$ cat src/rtl/alu_op_decoder.sv
// Decodes a MIPS instruction word into ALUFun/Sign and operand selects, held in a
// 1-deep valid/ready register with flush; counts accepted illegal encodings.
module alu_op_decoder #(
  parameter int          CNT_W       = 8,
  parameter logic [5:0]  ILLEGAL_FUN = 6'b000000
) (
  input  logic             clk,
  input  logic             reset,
  input  logic             in_valid,
  output logic             in_ready,
  input  logic [31:0]      instr,
  input  logic             flush,
  output logic             out_valid,
  input  logic             out_ready,
  output logic [5:0]       alu_fun,
  output logic             alu_sign,
  output logic             a_shamt,
  output logic             b_imm,
  output logic             b_zero,
  output logic             illegal,
  output logic [CNT_W-1:0] illegal_cnt
);

  localparam logic [5:0] FUN_ADD = 6'b000000;
  localparam logic [5:0] FUN_SUB = 6'b000001;
  localparam logic [5:0] FUN_AND = 6'b011000;
  localparam logic [5:0] FUN_OR  = 6'b011110;
  localparam logic [5:0] FUN_XOR = 6'b010110;
  localparam logic [5:0] FUN_NOR = 6'b010001;
  localparam logic [5:0] FUN_SLL = 6'b100000;
  localparam logic [5:0] FUN_SRL = 6'b100001;
  localparam logic [5:0] FUN_SRA = 6'b100011;
  localparam logic [5:0] FUN_EQ  = 6'b110011;
  localparam logic [5:0] FUN_NEQ = 6'b110001;
  localparam logic [5:0] FUN_LT  = 6'b110101;
  localparam logic [5:0] FUN_LEZ = 6'b111101;
  localparam logic [5:0] FUN_GEZ = 6'b111001;
  localparam logic [5:0] FUN_GTZ = 6'b111111;

  logic [5:0]       w_op;
  logic [4:0]       w_rt;
  logic [5:0]       w_funct;
  logic             w_unused;
  logic             w_accept;
  logic [5:0]       w_fun;
  logic             w_sign;
  logic             w_shamt;
  logic             w_imm;
  logic             w_zero;
  logic             w_ill;

  logic             r_valid;
  logic [5:0]       r_fun;
  logic             r_sign;
  logic             r_shamt;
  logic             r_imm;
  logic             r_zero;
  logic             r_ill;
  logic [CNT_W-1:0] r_cnt;

  assign w_op     = instr[31:26];
  assign w_rt     = instr[20:16];
  assign w_funct  = instr[5:0];
  assign w_unused = ^{instr[25:21], instr[15:6]};

  assign in_ready = !r_valid || out_ready;
  assign w_accept = in_valid && in_ready && !flush;

  always_comb begin
    w_fun   = ILLEGAL_FUN;
    w_sign  = 1'b1;
    w_shamt = 1'b0;
    w_imm   = 1'b0;
    w_zero  = 1'b0;
    w_ill   = 1'b0;
    case (w_op)
      6'h00: begin
        case (w_funct)
          6'h20: w_fun = FUN_ADD;
          6'h21: begin w_fun = FUN_ADD; w_sign = 1'b0; end
          6'h22: w_fun = FUN_SUB;
          6'h23: begin w_fun = FUN_SUB; w_sign = 1'b0; end
          6'h24: w_fun = FUN_AND;
          6'h25: w_fun = FUN_OR;
          6'h26: w_fun = FUN_XOR;
          6'h27: w_fun = FUN_NOR;
          6'h2a: w_fun = FUN_LT;
          6'h2b: begin w_fun = FUN_LT; w_sign = 1'b0; end
          6'h00: begin w_fun = FUN_SLL; w_shamt = 1'b1; end
          6'h02: begin w_fun = FUN_SRL; w_shamt = 1'b1; end
          6'h03: begin w_fun = FUN_SRA; w_shamt = 1'b1; end
          6'h08, 6'h09: w_fun = FUN_ADD;
          default: w_ill = 1'b1;
        endcase
      end
      6'h08: begin w_fun = FUN_ADD; w_imm = 1'b1; end
      6'h09: begin w_fun = FUN_ADD; w_imm = 1'b1; w_sign = 1'b0; end
      6'h0c: begin w_fun = FUN_AND; w_imm = 1'b1; end
      6'h0d: begin w_fun = FUN_OR;  w_imm = 1'b1; end
      6'h0e: begin w_fun = FUN_XOR; w_imm = 1'b1; end
      6'h0a: begin w_fun = FUN_LT;  w_imm = 1'b1; end
      6'h0b: begin w_fun = FUN_LT;  w_imm = 1'b1; w_sign = 1'b0; end
      6'h0f: begin w_fun = FUN_ADD; w_imm = 1'b1; w_sign = 1'b0; end
      6'h23, 6'h2b: begin w_fun = FUN_ADD; w_imm = 1'b1; end
      6'h04: w_fun = FUN_EQ;
      6'h05: w_fun = FUN_NEQ;
      6'h06: w_fun = FUN_LEZ;
      6'h07: w_fun = FUN_GTZ;
      6'h01: begin
        // REGIMM: rt selects bgez/bltz; bltz compares rs against a forced-zero B
        if (w_rt == 5'd1) begin
          w_fun = FUN_GEZ;
        end else if (w_rt == 5'd0) begin
          w_fun  = FUN_LT;
          w_zero = 1'b1;
        end else begin
          w_ill = 1'b1;
        end
      end
      6'h02, 6'h03: w_fun = FUN_ADD;
      default: w_ill = 1'b1;
    endcase
    if (w_ill) begin
      w_fun = ILLEGAL_FUN;
    end
  end

  always_ff @(posedge clk or negedge reset) begin
    if (!reset) begin
      r_valid <= 1'b0;
      r_fun   <= 6'b000000;
      r_sign  <= 1'b1;
      r_shamt <= 1'b0;
      r_imm   <= 1'b0;
      r_zero  <= 1'b0;
      r_ill   <= 1'b0;
      r_cnt   <= '0;
    end else if (flush) begin
      r_valid <= 1'b0;
    end else if (w_accept) begin
      r_valid <= 1'b1;
      r_fun   <= w_fun;
      r_sign  <= w_sign;
      r_shamt <= w_shamt;
      r_imm   <= w_imm;
      r_zero  <= w_zero;
      r_ill   <= w_ill;
      if (w_ill && (r_cnt != {CNT_W{1'b1}})) begin
        r_cnt <= r_cnt + 1'b1;
      end
    end else if (out_ready) begin
      r_valid <= 1'b0;
    end
  end

  assign out_valid   = r_valid;
  assign alu_fun     = r_fun;
  assign alu_sign    = r_sign;
  assign a_shamt     = r_shamt;
  assign b_imm       = r_imm;
  assign b_zero      = r_zero;
  assign illegal     = r_ill;
  assign illegal_cnt = r_cnt;

endmodule

$ cat config.mk
export PLATFORM = sky130hd
export DESIGN_NAME = alu_op_decoder
export DESIGN_NICKNAME = d
export VERILOG_FILES = /design/src/rtl/alu_op_decoder.sv
export SDC_FILE = /design/constraint.sdc
export NUM_CORES = 1
export LEC_CHECK = 0
export BUFFER_PORTS_ARGS = -buffer_cell sky130_fd_sc_hd__buf_2
export CORE_UTILIZATION = 49
export CTS_BUF_LIST = sky130_fd_sc_hd__clkbuf_4 sky130_fd_sc_hd__clkbuf_8
export CTS_CLUSTER_SIZE = 10
export DETAILED_ROUTE_END_ITERATION = 7
export PLACE_DENSITY = 0.82
export REMOVE_ABC_BUFFERS = 1
export SLEW_MARGIN = 25
export SYNTH_ARGS = -nofsm -noshare
export SYNTH_HDL_FRONTEND = slang
export SYNTH_SLANG_ARGS = --single-unit
$ cat constraint.sdc
create_clock -name clk -period 2.2 [get_ports clk]
set_input_delay 0.22 -clock clk [delete_from_list [all_inputs] [get_ports clk]]
set_output_delay 0.22 -clock clk [all_outputs]
set_load 0.1 [all_outputs]
# --- After elaboration in Yosys (flattened, before gate mapping) ---
# Index checks and enable logic that the tools add are counted.
classes:
  addsub: 1
  n_eq_ne: 33
  muxes: 20
  n_bitwise: 1
  reduce_logical: 21
op_table:
  columns: ["op", "count"]
  rows:
  - ["equality test 6 bit (second input constant)", 12]
  - ["equality test 6 x 4 -> 1 bit (second input constant)", 10]
  - ["case mux 6 bit (10 select lines)", 1]
  - ["case mux 6 bit (9 select lines)", 1]
  - ["equality test 6 x 2 -> 1 bit (second input constant)", 4]
  - ["equality test 6 x 3 -> 1 bit (second input constant)", 4]
  - ["two-way mux 6 bit", 3]
  - ["OR reduction 16 bit", 1]
  - ["OR reduction 15 bit", 1]
  - ["two-way mux 1 bit", 13]
  - ["zero test 6 bit", 2]
  - ["OR reduction 10 bit", 1]
  - ["OR reduction 3 bit", 3]
  - ["adder 8 x 1 -> 8 bit (second input constant)", 1]
  - ["!= test 8 bit (second input constant)", 1]
  - ["equality test 6 x 1 -> 1 bit (second input constant)", 1]
  - ["OR reduction 2 bit", 3]
  - ["equality test 5 x 1 -> 1 bit (second input constant)", 1]
  - ["zero test 5 bit", 1]
  - ["logical AND 1 bit", 3]
  - ["case mux 1 bit (3 select lines)", 1]
  - ["AND reduction 3 bit", 1]
  - ["nonzero test 3 bit", 1]
  - ["zero test 1 bit", 2]
  - ["4 further kinds", 4]
word_totals:
  reg_bits: 20
  input_bits: 37
  out_inout_bits: 21
  wordCells: 84

# --- Depth between registers and ports, before layout ---
depth:
  word_depth: 6
  depth_mapped: 7

# --- Worst setup path before layout ---
# OpenSTA, ideal clock, no wires.
synth_timing:
  path_type: "register -> register"
  startpoint: "reg r_valid (netlist: out_valid)"
  endpoint: "reg r_cnt[1] (netlist: illegal_cnt[1])"
  setup_time_ps: 126
  arrival_time_ps: 2956
  t_required_ps: 2074
  path_slack_ps: -882
  path_stages_with_launch: 6
  period_less_slack_ps: 3082
  cell_sequence: "dfrtp_1 > nand2b_1 > nand3b_1 > a31oi_1 > o21ai_2 > mux2_4"
synth_via:
  elab_chain_cells: 5
synth_lines:
  columns: ["element", "line", "text"]
  rows:
  - ["from (decl)", "52", "logic r_valid;"]
  - ["from (signal assigned)", "130", "r_valid <= 1'b0;"]
  - ["from (signal assigned)", "139", "r_valid <= 1'b0;"]
  - ["from (signal assigned)", "141", "r_valid <= 1'b1;"]
  - ["zero test 1 bit", "66", "assign in_ready = !r_valid || out_ready;"]
  - ["logical OR 1 bit", "66", null]
  - ["via in_ready", "10", "output logic in_ready,"]
  - ["logical AND 1 bit (2 in series)", "67", "assign w_accept = in_valid && in_ready && !flush;"]
  - ["AND reduction 3 bit (no source line)", null, null]
  - ["to (signal assigned)", "149", "r_cnt <= r_cnt + 1'b1;"]
  - ["to (decl)", "59", "logic [CNT_W-1:0] r_cnt;"]
# The timed path passes the listed nets, and every way through them passes these cells.
# A chain may end at the register's enable or synchronous reset.

# --- Worst setup path after layout ---
layout_timing:
  startpoint: "in instr[28]"
  endpoint: "reg r_cnt[6] (netlist: illegal_cnt[6])"
layout_via:
  elab_chain_cells: 5
layout_lines:
  columns: ["element", "line", "text"]
  rows:
  - ["from (decl)", "11", "input logic [31:0] instr,"]
  - ["equality test 6 x 2 -> 1 bit, or another cell as far along", "76", "case (w_op)"]
  - ["OR reduction 16 bit (no source line)", null, null]
  - ["case mux 1 bit (3 select lines) *", "76", null]
  - ["logical AND 1 bit *", "148", "if (w_ill && (r_cnt != {CNT_W{1'b1}})) begin"]
  - ["AND reduction 3 bit (no source line) *", null, null]
# Mark *: on every way between the ends. The rest lies on a longest branch, timed or not.

==> key figures <==
Status
  – Status: complete, no violations

Place
  – Port Buffer Count: 42
  – Routability cong.: 0.885
  – DP Worst Slack: -17.6 ps
  – Hpwl dp: about 2500 um

Synthesis
  – Ys flop type: dfrtp_1
  – Post-Synthesis Cells: roughly 150
  – Cell taking the most area after synthesis: dfrtp_1
  – Synthesis Warnings: 0
  – Number of synthesized flops with an enable pin: 0
  – Commonest cells in the netlist: 19 x dfrtp_1, 9 x nand2_1, 9 x nor2_1, 9 x o21ai_0, 9 x xnor2_1
  – Async SR Flop Fraction: between 90% and 100%
  – Post-synth design cell area: 1370 um^2
  – Top cells by area, synth: dfrtp_1 35%, xnor2_1 5.8%, a22o_1 4.5%
  – Sequential area share after synthesis: 36.7%
  – Synthesis-stage register bit count: 20
  – Synth top area share: a little over a third
  – Count leader, synth: dfrtp_1
  – Avg Inst Size Synth: 9.30 um^2
  – Synth unique cells: 49

Drt
  – Drt first pass iters: 4
  – Drt via density: about 6.0
  – Total wire length: 3150 um
  – Vias post-DR: 1351
  – Wire length per cell: roughly 14 um
  – DRC viols: 0
  – Routed Antenna Nets: 0
  – Starting DRT DRC Count: 39

STA
  – Final Max Slew Viols: 0
  – Min cycle time layout: 1890 ps
  – Final setup fails: 0
  – Final worst path period share: 85.7%
  – Final hold violations: 0
  – Final clock skew: 7.05 ps
  – Highest Clock Rate: approximately 530 MHz
  – Setup WS post-layout: about 310 ps
  – Final TNS setup: 0 ps
  – RSZ-0062 raised after global routing: no
  – Worst-margin pin slew: between 400 and 500 ps
  – Rel. slew slack: about two thirds

Pwr
  – Power density cells: around 800 nW/um^2
  – Power Internal: 0.669 mW
  – Clk network pwr share: 15.9%
  – Psw: between 0.6 and 0.7 mW
  – Seq pwr share: a little over a third
  – Leakage power: a little under 0.8 nW
  – Worst IR Drop VDD: approximately 1100 uV
  – Switching portion of total power: between 50% and 60%
  – Power share of the combinational group: between 40% and 50%

Critical path
  – Crit Path Category: primary input to flop
  – R2R Setup Slk: approximately 500 ps
  – CP Launch Point: instr[28]
  – Worst Setup EP: illegal_cnt[6]
  – Required time of the critical path: 2400 ps
  – Worst R2R Start: illegal_cnt[0]
  – R2R cell count: 6
  – Data arrival time of the critical path: around 2100 ps
  – Slowest CP cell: or4_4
  – Worst-path cell chain: buf_2, or4_4, or3_4, a211oi_4, buf_4, o2111ai_1, xnor2_1
  – Critical Path Fanout Max: 6
  – Max incr delay on CP: 530 ps
  – Worst Setup Start Kind: primary input
  – RR Endpoint: illegal_cnt[1]
  – Setup crit end kind: flop

Clocking
  – H-tree depth: 1
  – Resized cells post-CTS: 0
  – TritonCTS clock tree: built
  – Clock transition at path regs: approximately 110 ps
  – Root buffer cell: clkbuf_4
  – Maximum clock path buffer count: 2
  – Worst-Skew Late Latency: 310 ps
  – Num CTS Buffers: 3
  – CTS sink cnt: 20

Die
  – Die Y: roughly 55 um
  – Floorplan Core Area: approximately 2600 um^2
  – Initial Utilization: 53.3%
  – # rows: 18
  – Die area: about 3000 um^2
  – Die Span X: around 55 um
  – I/O Pins: 58

GRT
  – All-Layer GR Usage: 24.3%
  – Largest net degree at the start of global routing: 21
  – Global-route wire length before repair: approximately 5300 um
  – Vias in the first global route: 1198
  – GRT Residual Overflow: 0
  – Initial antenna violation count: 0

Cells and area
  – Layout area overhead: 24.2%
  – Final nets: roughly 230
  – Antenna Cells: 0
  – Layout cells sized above 1: roughly a third

Flow run
  – Max_cap viols: 0

Hold path
  – Hold Path Class: primary input to flop
[power by group through the flow]
stage          Sequential, mW  Combinational (mW)  Clock, mW
2_1_floorplan           0.842               0.148          0
3_3_place_gp            0.473               0.655          0
3_5_place_dp            0.478               0.667          0
4_1_cts                 0.470               0.670      0.220
5_1_grt                 0.480               0.705      0.229
6_report                0.470               0.667      0.215
[kinds of logic (layout without fill, tap and decap cells)]
group,Yosys count,after routing,share of synthesized area [%]
buffers and inverters,16,63,4.67
AO/OA/AOI/OAI,48,48,27.1
flip-flops,20,20,36.7
multiplexers,2,2,1.92
XOR/XNOR,10,10,6.40
adder cells (fa/ha/maj),1,1,0.915
AND/OR/NAND/NOR,50,50,22.3
[worst min path at each step]
stage | start | end | slack (ps) | cells after the start
floorplan | reset | a_shamt | -80 | 0
global placement | reset | illegal_cnt[3] | 180 | 1
detailed placement | reset | illegal_cnt[5] | 190 | 1
CTS | flush | out_valid | 50 | 2
global route | flush | out_valid | 70 | 2
finish | flush | out_valid | 60 | 2
[registers in the layout, summed over array words and instances, names as in the netlist]
name	cells
alu_fun	6
illegal_cnt	8
illegal	1
b_imm	1
out_valid	1
alu_sign	1
a_shamt	1
b_zero	1
[worst max-delay path: cells and delay by family]
family / cells / cell delay (ps)
buffers and inverters: 2 / 320
AO/OA/AOI/OAI: 2 / 520
AND/OR/NAND/NOR: 2 / 880
XOR/XNOR: 1 / 150
[cell usage in the layout (no fill, tap or decap), types with 2 or more instances in the layout]
master	instances
buf_4	11
o31ai_1	5
nor2b_1	3
o21ai_0	9
xnor2_1	9
nand3b_1	2
dfrtp_1	19
buf_2	42
or4_1	2
nor3b_1	2
and3_1	3
nand2b_1	5
a22o_1	7
nand3_1	3
nand2_1	9
inv_1	5
a221o_1	2
o2111ai_1	4
clkbuf_4	3
nor2_1	9
a32oi_1	2
o211ai_1	2
a21oi_1	5
nor3_1	2
and2_1	3
[layer usage]
| layer | vias up | track usage [%] | part of all wire [%] |
|---|---|---|---|
| met1 | 652 | 28.6 | 44 |
| li1 | 654 | - | - |
| met3 | 5 | 2.78 | 3.7 |
| met2 | 40 | 44.4 | 51 |
| met5 | - | 0 | 0 |
| met4 | 0 | 8.97 | 1.8 |
[timing repair]
| action | 4_1_cts | 5_1_grt |
|---|---|---|
| hold buffers | 1 | 0 |
| hold endpoints to repair | 19 | 0 |
| setup endpoints to repair | 0 | 0 |
| buffers inserted | 0 | 0 |
[final cells by class]
cell class / instances / area (um^2)
sequential: 20 / 502
fill: 223 / 868
tap: 30 / 37.5
multi-input combinational: 111 / 802
inverter: 5 / 18.8
timing repair buffer: 54 / 303
clock buffer: 4 / 36.3
[through the flow]
stage                     utilization (%)  power, mW  cell area, um^2  instances  hold WS, ps
after floorplan                         -      0.990             1320        136        -75.6
after global placement               64.4       1.13             1650        219          178
after global routing                 66.2       1.41             1700        224         65.9
after detailed placement             64.4       1.14             1650        219          186
after CTS                            66.2       1.36             1700        224         49.0
final                                66.2       1.35             1700        224         58.3
(Power assumes the default switching activity.)
